--- src/rtl/switch_ctrl_seq.sv ---
// ---------------------------------------------------------------------------
// switch_ctrl_seq
// Control-side sequencer for a column of NUM_SW registered 2x2 switch
// elements. Holds DEPTH swap patterns and replays a programmed run of them,
// one pattern per accepted data beat, then flags when the switched data
// emerges at the column outputs LAT cycles after each beat.
//
// Ports
//   clk         clock
//   rst         asynchronous reset, active-high
//   cfg_we      pattern write strobe (honoured only while idle)
//   cfg_addr    pattern entry to write
//   cfg_data    pattern: bit k = 1 -> switch k swaps its ports
//   start       single-cycle run request (honoured only while idle)
//   pat_base    first pattern entry of the run (sampled with start)
//   pat_len     number of beats in the run, 0..DEPTH (sampled with start)
//   beat_valid  data beat presented to the switch inputs this cycle
//   sw_set      switch_set bus, one bit per switch element
//   out_valid   switched data valid at the column outputs this cycle
//   busy        run in progress
//   done        one-cycle pulse: run complete
//   cfg_err     one-cycle pulse: pattern write rejected because busy
// ---------------------------------------------------------------------------
module switch_ctrl_seq #(
  parameter int NUM_SW = 8,
  parameter int DEPTH  = 16,
  parameter int LAT    = 3
) (
  input  logic                       clk,
  input  logic                       rst,
  input  logic                       cfg_we,
  input  logic [$clog2(DEPTH)-1:0]   cfg_addr,
  input  logic [NUM_SW-1:0]          cfg_data,
  input  logic                       start,
  input  logic [$clog2(DEPTH)-1:0]   pat_base,
  input  logic [$clog2(DEPTH):0]     pat_len,
  input  logic                       beat_valid,
  output logic [NUM_SW-1:0]          sw_set,
  output logic                       out_valid,
  output logic                       busy,
  output logic                       done,
  output logic                       cfg_err
);

  localparam int AW = $clog2(DEPTH);

  // Only the oldest beat left in the latency pipe: the run's final beat is
  // leaving the column this cycle.
  localparam logic [LAT-1:0] LAST_ONLY = LAT'(1) << (LAT - 1);

  typedef enum logic [1:0] {
    S_IDLE,
    S_RUN,
    S_DRAIN
  } state_t;

  state_t            state_q, state_d;
  logic [NUM_SW-1:0] pat_mem [DEPTH];
  logic [AW-1:0]     ptr_q;
  logic [AW:0]       rem_q;
  logic [LAT-1:0]    vpipe_q;
  logic [NUM_SW-1:0] sw_q;
  logic              done_zero_q;
  logic              cfg_err_q;

  logic              idle;
  logic              accept;
  logic              last_out;

  assign idle     = (state_q == S_IDLE);
  assign last_out = (vpipe_q == LAST_ONLY);

  // NOTE: every signal assigned here gets a default first so no path leaves
  // it unassigned; otherwise synthesis infers a latch to hold the old value.
  always_comb begin
    state_d = state_q;
    accept  = 1'b0;
    case (state_q)
      S_IDLE: begin
        if (start && (pat_len != '0)) state_d = S_RUN;
      end
      S_RUN: begin
        if (beat_valid) begin
          accept = 1'b1;
          if (rem_q == (AW+1)'(1)) state_d = S_DRAIN;
        end
      end
      S_DRAIN: begin
        if (last_out) state_d = S_IDLE;
      end
      default: state_d = S_IDLE;
    endcase
  end

  // NOTE: sequential state uses non-blocking assignments so every register
  // samples the pre-edge values, independent of statement order.
  always_ff @(posedge clk or posedge rst) begin
    if (rst) begin
      state_q     <= S_IDLE;
      ptr_q       <= '0;
      rem_q       <= '0;
      vpipe_q     <= '0;
      sw_q        <= '0;
      done_zero_q <= 1'b0;
      cfg_err_q   <= 1'b0;
    end else begin
      state_q     <= state_d;
      vpipe_q     <= {vpipe_q[LAT-2:0], accept};
      done_zero_q <= idle && start && (pat_len == '0);
      cfg_err_q   <= cfg_we && !idle;
      if (idle && start) begin
        ptr_q <= pat_base;
        rem_q <= pat_len;
      end else if (accept) begin
        // Pattern lands the cycle the switch element samples switch_set.
        sw_q  <= pat_mem[ptr_q];
        ptr_q <= ptr_q + AW'(1);  // DEPTH is a power of 2: wraps naturally
        rem_q <= rem_q - (AW+1)'(1);
      end
    end
  end

  // NOTE: the pattern file has no reset; software programs it before use,
  // and leaving it unreset lets it map onto plain RAM/register-file cells.
  always_ff @(posedge clk) begin
    if (cfg_we && idle) pat_mem[cfg_addr] <= cfg_data;
  end

  assign sw_set    = sw_q;
  assign out_valid = vpipe_q[LAT-1];
  assign busy      = !idle;
  assign done      = done_zero_q || ((state_q == S_DRAIN) && last_out);
  assign cfg_err   = cfg_err_q;

endmodule

--- config.mk ---
export PLATFORM = sky130hd
export DESIGN_NAME = switch_ctrl_seq
export DESIGN_NICKNAME = d
export VERILOG_FILES = /design/src/rtl/switch_ctrl_seq.sv
export SDC_FILE = /design/constraint.sdc
export NUM_CORES = 1
export LEC_CHECK = 0
export ABC_CLOCK_PERIOD_IN_PS = 2500
export BUFFER_PORTS_ARGS = -buffer_cell sky130_fd_sc_hd__buf_2
export CAP_MARGIN = 20
export CORE_UTILIZATION = 55
export CTS_CLUSTER_DIAMETER = 200
export DETAILED_ROUTE_END_ITERATION = 6
export MAX_ROUTING_LAYER = met4
export PLACE_DENSITY = 0.73
export SKIP_LAST_GASP = 1
export SYNTH_ARGS = -nofsm -noshare
export SYNTH_HDL_FRONTEND = slang
export SYNTH_SLANG_ARGS = --single-unit
--- constraint.sdc ---
create_clock -name clk -period 2.5 [get_ports clk]
set_input_delay 0.75 -clock clk [delete_from_list [all_inputs] [get_ports clk]]
set_output_delay 0.75 -clock clk [all_outputs]
set_load 0.01 [all_outputs]
-- After elaboration in Yosys (flattened, before gate mapping)
Memory sizes are Yosys's and may differ from the RTL's. A register that Yosys moved wholly into a read port is not among the register bits.
Index checks and enable logic that the tools add are counted.
- register bits: 16
- memory bits (writable): 128
- input bits: 26
- output and inout port bits: 12
- word-level logic and storage cells: 45
- memories kept: 1
- memories (memory ; words ; width ; read ports ; clocked after Yosys merged registers in ; wr ports ; RTL line ; source):
    pat_mem ; 16 ; 8 ; 1 ; 1 ; 1 ; 58 ; logic [NUM_SW-1:0] pat_mem [DEPTH];
- add/sub/neg operators: 2
- equality and inequality tests: 8
- mux-type cells: 13
- bitwise operators: 1
- reduce and logical (&&, ||, !) cells: 14
- operator list (operator ; number):
    $mux 5 ; 2
    $mux 2 ; 4
    $mux 4 ; 2
    $logic_and 1x1->1 ; 6
    $ne 2x2->1 const B ; 3
    $pmux 2 s3 ; 1
    $eq 5x1->1 const B ; 1
    $logic_not 5->1 ; 1
    $reduce_bool 5->1 ; 1
    $sub 5x1->5 const B ; 1
    $add 4x1->4 const B ; 1
    $mux 1 ; 4
    $reduce_and 4->1 ; 1
    $eq 3x3->1 const B ; 1
    $eq 2x1->1 const B ; 1
    $eq 2x2->1 const B ; 1
    $logic_not 2->1 ; 1
    $ne 2x1->1 const B ; 1
    $reduce_and 2->1 ; 1
    $reduce_bool 2->1 ; 1
    $logic_not 1->1 ; 1
    $logic_or 1x1->1 ; 1
    $not 1->1 ; 1

-- Longest topological paths before layout
- word-level depth: 4
- mapped depth: 7
- gate-level depth less buffers: 5

-- Least setup slack after synthesis
Ideal clock, no wire load.
- path kind: reg2reg
- start point: register state_q[0]
- end point: memory pat_mem[0][0], enable pin
- setup time: 0.383 ns
- arrival time: 1.825 ns
- data required time: 2.117 ns
- path slack: 0.292 ns
- stages on the path, launching flop included: 6
- buffers on the path: 1
- clock period less this slack: 2.208 ns
- cell sequence: dfrtp_1 -> clkbuf_1 -> nor2_1 -> nand2_1 -> or3_1 -> nor3_1
- cells in the longest elaborated chain, start to end: 4
- RTL lines (what ; RTL line ; source):
    start: declaration ; 57 ; state_t state_q, state_d;
    start signal: assignment ; 107 ; state_q <= state_d;
    $logic_not 2->1 ; 70 ; assign idle = (state_q == S_IDLE);
    $logic_and 1x1->1 ; 126 ; if (cfg_we && idle) pat_mem[cfg_addr] <= cfg_data;
    $mux 1 ; 126 ;
    $mux 1 (implied by the code) ; 126 ;
    end: declaration ; 58 ;
Every way passes these cells.

-- Worst setup path after layout
- start point: register vpipe_q[0]
- end point: output port done
- cells in the longest elaborated chain, start to end: 3
- RTL lines (what ; RTL line ; source):
    start: declaration ; 61 ; logic [LAT-1:0] vpipe_q;
    start signal: assignment ; 108 ; vpipe_q <= {vpipe_q[LAT-2:0], accept};
    $eq 3x3->1 ; 71 ; assign last_out = (vpipe_q == LAST_ONLY);
    $logic_and 1x1->1 ; 132 ; assign done = done_zero_q || ((state_q == S_DRAIN) && last_out);
    $logic_or 1x1->1 ; 132 ;
    end: declaration ; 41 ; output logic done,
Every way passes these cells.

==> results.sh <==
export IMPL_status="finished clean"
export IMPL_cts_root_buf="clkbuf_8"
export IMPL_die_area_um2=11500
export IMPL_reg2reg_depth=4
export IMPL_syn_nets=366
export IMPL_avgSynthCellArea_um2=18.1
export IMPL_cts_buffer_depth=2
export IMPL_synth_area_leaders="edfxtp_1, dfrtp_1, mux4_1"
export IMPL_antenna_found_initial=0
export IMPL_antennaDiodeCount=0
export IMPL_tns_ns=0
export IMPL_vias=3397
export IMPL_grt_ovfl_total=0
export IMPL_cp_end_kind="output pin"
export IMPL_yosysTopAreaCell="edfxtp_1"
export IMPL_avgRoutedWirePerCell_um=23.7
export IMPL_drt_drc_violations_left=0
export IMPL_final_nets=436
export IMPL_core_area_um2=10800
export IMPL_ir_drop_v=0.000541
export IMPL_drv_slew=0
export IMPL_synth_seq_cells=152
export IMPL_hold_buffers=0
export IMPL_worst_endpoint_arrival_ns=1.50
export IMPL_cts_htree_levels=4
export IMPL_cts_tree="built"
export IMPL_cts_resized=0
export IMPL_required_ns=1.75
export IMPL_grtUsageTotal=0.260
export IMPL_worstSetupPathType="reg -> out"
export IMPL_syn_area_um2=6110
export IMPL_drtIter0Drc=358
export IMPL_rsz0062_at_grt="no"
export IMPL_cp_depth=3
export IMPL_r2r_end="sw_set[1]"
export IMPL_hpwl_mm=8.59
export IMPL_clk_latency_ns=0.53
export IMPL_crit_fanout=2
export IMPL_crit_family="flip-flops"
export IMPL_placed_cell_area_um2=6630
export IMPL_hold_violations=0
export IMPL_tightest_slew_ns=0.734
export IMPL_place_congestion=0.819
export IMPL_grt_pass1_wl_mm=19.7
export IMPL_hold_path_class="in -> async"
export IMPL_io_buffers=37
export IMPL_grt_max_degree=39
export IMPL_drive_above_1_share=0.290
export IMPL_r2r_slack_ns=0.41
export IMPL_ant_nets=0
export IMPL_leakagePower_nw=2.62
export IMPL_fin_cells=560
export IMPL_layout_worst_path_cycle_share=0.902
export IMPL_clk_pin_slew_worst_paths_ns=0.06
export IMPL_slowest_stage="dfrtp_1"
export IMPL_cts_sinks=152
export IMPL_numCtsBuffers=17
export IMPL_via_per_inst=6.07
export IMPL_clock_skew_ns=0.00780
export IMPL_die_x_um=107
export IMPL_postSynthCellCount=337
export IMPL_power_density_nw_per_um2=753
export IMPL_die_y_um=107
export IMPL_max_stage_delay_ns=0.39
export IMPL_yosysUniqueCellTypes=43
export IMPL_max_freq_mhz=444
export IMPL_cts_setup_buffers=0
export IMPL_min_period_ns=2.25
export IMPL_first_pass_iters=5
export IMPL_slew_headroom=0.510
export IMPL_fin_area_um2=7220
export IMPL_ys_warn_count=0
export IMPL_crit_path_start_kind="register"
export IMPL_dp_cells=528
export IMPL_syn_to_final_growth_pct=18.2
export IMPL_initial_core_util=0.564
export IMPL_setup_viol=0
export IMPL_worst_path_buf_inv=1
export IMPL_synth_top_cell_area_share=0.629
export IMPL_finalWirelength_mm=13.3
export IMPL_rows=38
export IMPL_io_pins=38
export IMPL_yosysSeqAreaShare=0.727
export IMPL_grt_pass1_vias=3418
export IMPL_worstPathCellList="nor3b_1 -> a31o_2 -> buf_2"
export IMPL_worstReg2RegStart="ptr_q[0]"
export IMPL_drv_cap=0
-- worst reg2reg max path, stage by stage (launching register included) --
cell and delay, ns:
dfrtp_2 0.72, mux4_1 0.64, mux2_2 0.30, a22oi_1 0.18, o21ai_1 0.11
-- kinds of logic (layout without fill, tap and decap cells) --
| family | after synthesis | in the layout | synth area share |
|---|---|---|---|
| flops | 152 | 152 | 0.727 |
| simple gates | 74 | 74 | 0.0598 |
| mux | 43 | 43 | 0.143 |
| compound gates | 42 | 42 | 0.0451 |
| buf+inv | 23 | 106 | 0.0190 |
| fa+ha+maj | 3 | 3 | 0.00614 |
-- final cells by class --
type	instances	area, um^2
flip-flops and latches	152	4450
fillers	722	3620
multi-input cells	162	1550
clock buffers	22	484
repair buffers	67	435
well taps	140	175
clock inverters	10	105
inverters	7	26.3
-- placed cells by master, fill, tap and decap left out, types with 7 or more instances in the layout --
cell type / n
clkbuf_16: 17
edfxtp_1: 128
buf_2: 37
nor3_1: 7
nor2_1: 26
mux4_2: 11
buf_4: 28
dfrtp_1: 23
o21ai_1: 7
mux4_1: 18
mux2_2: 8
nor2b_1: 7
nand2_1: 15
a22oi_1: 9
o21ai_0: 11
-- worst max-delay path by stage --
stage / startpoint / to / slack [ns]
floorplan: state_q[0] / pat_mem[0][0] / 0.29
global placement: ptr_q[0] / sw_set[1] / 0.45
detailed placement: beat_valid / ptr_q[3] / 0.42
CTS: vpipe_q[0] / done / 0.22
global route: vpipe_q[0] / done / 0.12
finish: vpipe_q[0] / done / 0.25
-- registers in the layout (all words and copies together) (netlist names) --
signal,cells
pat_mem,128
ptr_q,4
done_zero_q,1
rem_q,5
cfg_err,1
sw_set,8
state_q,2
vpipe_q,3
-- metal layers --
metal	global-route usage	wire length (um)
met2	0.384	6580
met3	0.0654	962
met1	0.345	5410
met5	-	0
met4	0.115	303
-- through the flow --
step | setup slack [ns] | utilization | total power [mW] | hold slack, ns
finish | 0.246 | 0.666 | 5.44 | 0.338
global route | 0.116 | 0.666 | 5.57 | 0.384
CTS | 0.217 | 0.666 | 5.46 | 0.341
detailed placement | 0.417 | 0.612 | 3.02 | 0.373
global placement | 0.452 | 0.612 | 3.02 | 0.363
floorplan | 0.292 | - | 2.93 | 0.355
-- where the power goes --
part           total (mW)  switching [mW]  leakage (nW)  internal [mW]
Combinational       0.194           0.109         0.861         0.0850
Clock                2.47           0.993         0.292           1.48
Sequential           2.77          0.0181          1.46           2.75
Total                5.44            1.12          2.62           4.32
-- synthesized netlist by cell type --
library cell,n
o2bb2ai_1,1
o311ai_0,1
o211ai_1,2
and2_1,2
nand4_1,1
nor2_1,26
nor2b_1,7
a221o_1,2
buf_6,2
or3_1,1
buf_2,5
o21ai_1,7
nor3b_2,1
o21ai_0,11
a311oi_1,1
mux4_1,18
nand3b_1,2
edfxtp_1,128
o22ai_1,1
buf_4,2
buf_1,1
a22oi_1,9
o221ai_1,1
a31o_2,1
a32oi_1,2
mux2i_1,6
clkbuf_1,5
nand3_1,5
a21oi_1,3
mux2_2,8
nand4b_1,2
nand3b_2,1
inv_1,6
nor3_1,7
nor3b_1,1
nand2b_1,2
dfrtp_1,24
mux4_2,11
ha_1,3
clkbuf_2,1
inv_2,1
nor4_1,1
nand2_1,15
(Power assumes the default switching activity.)
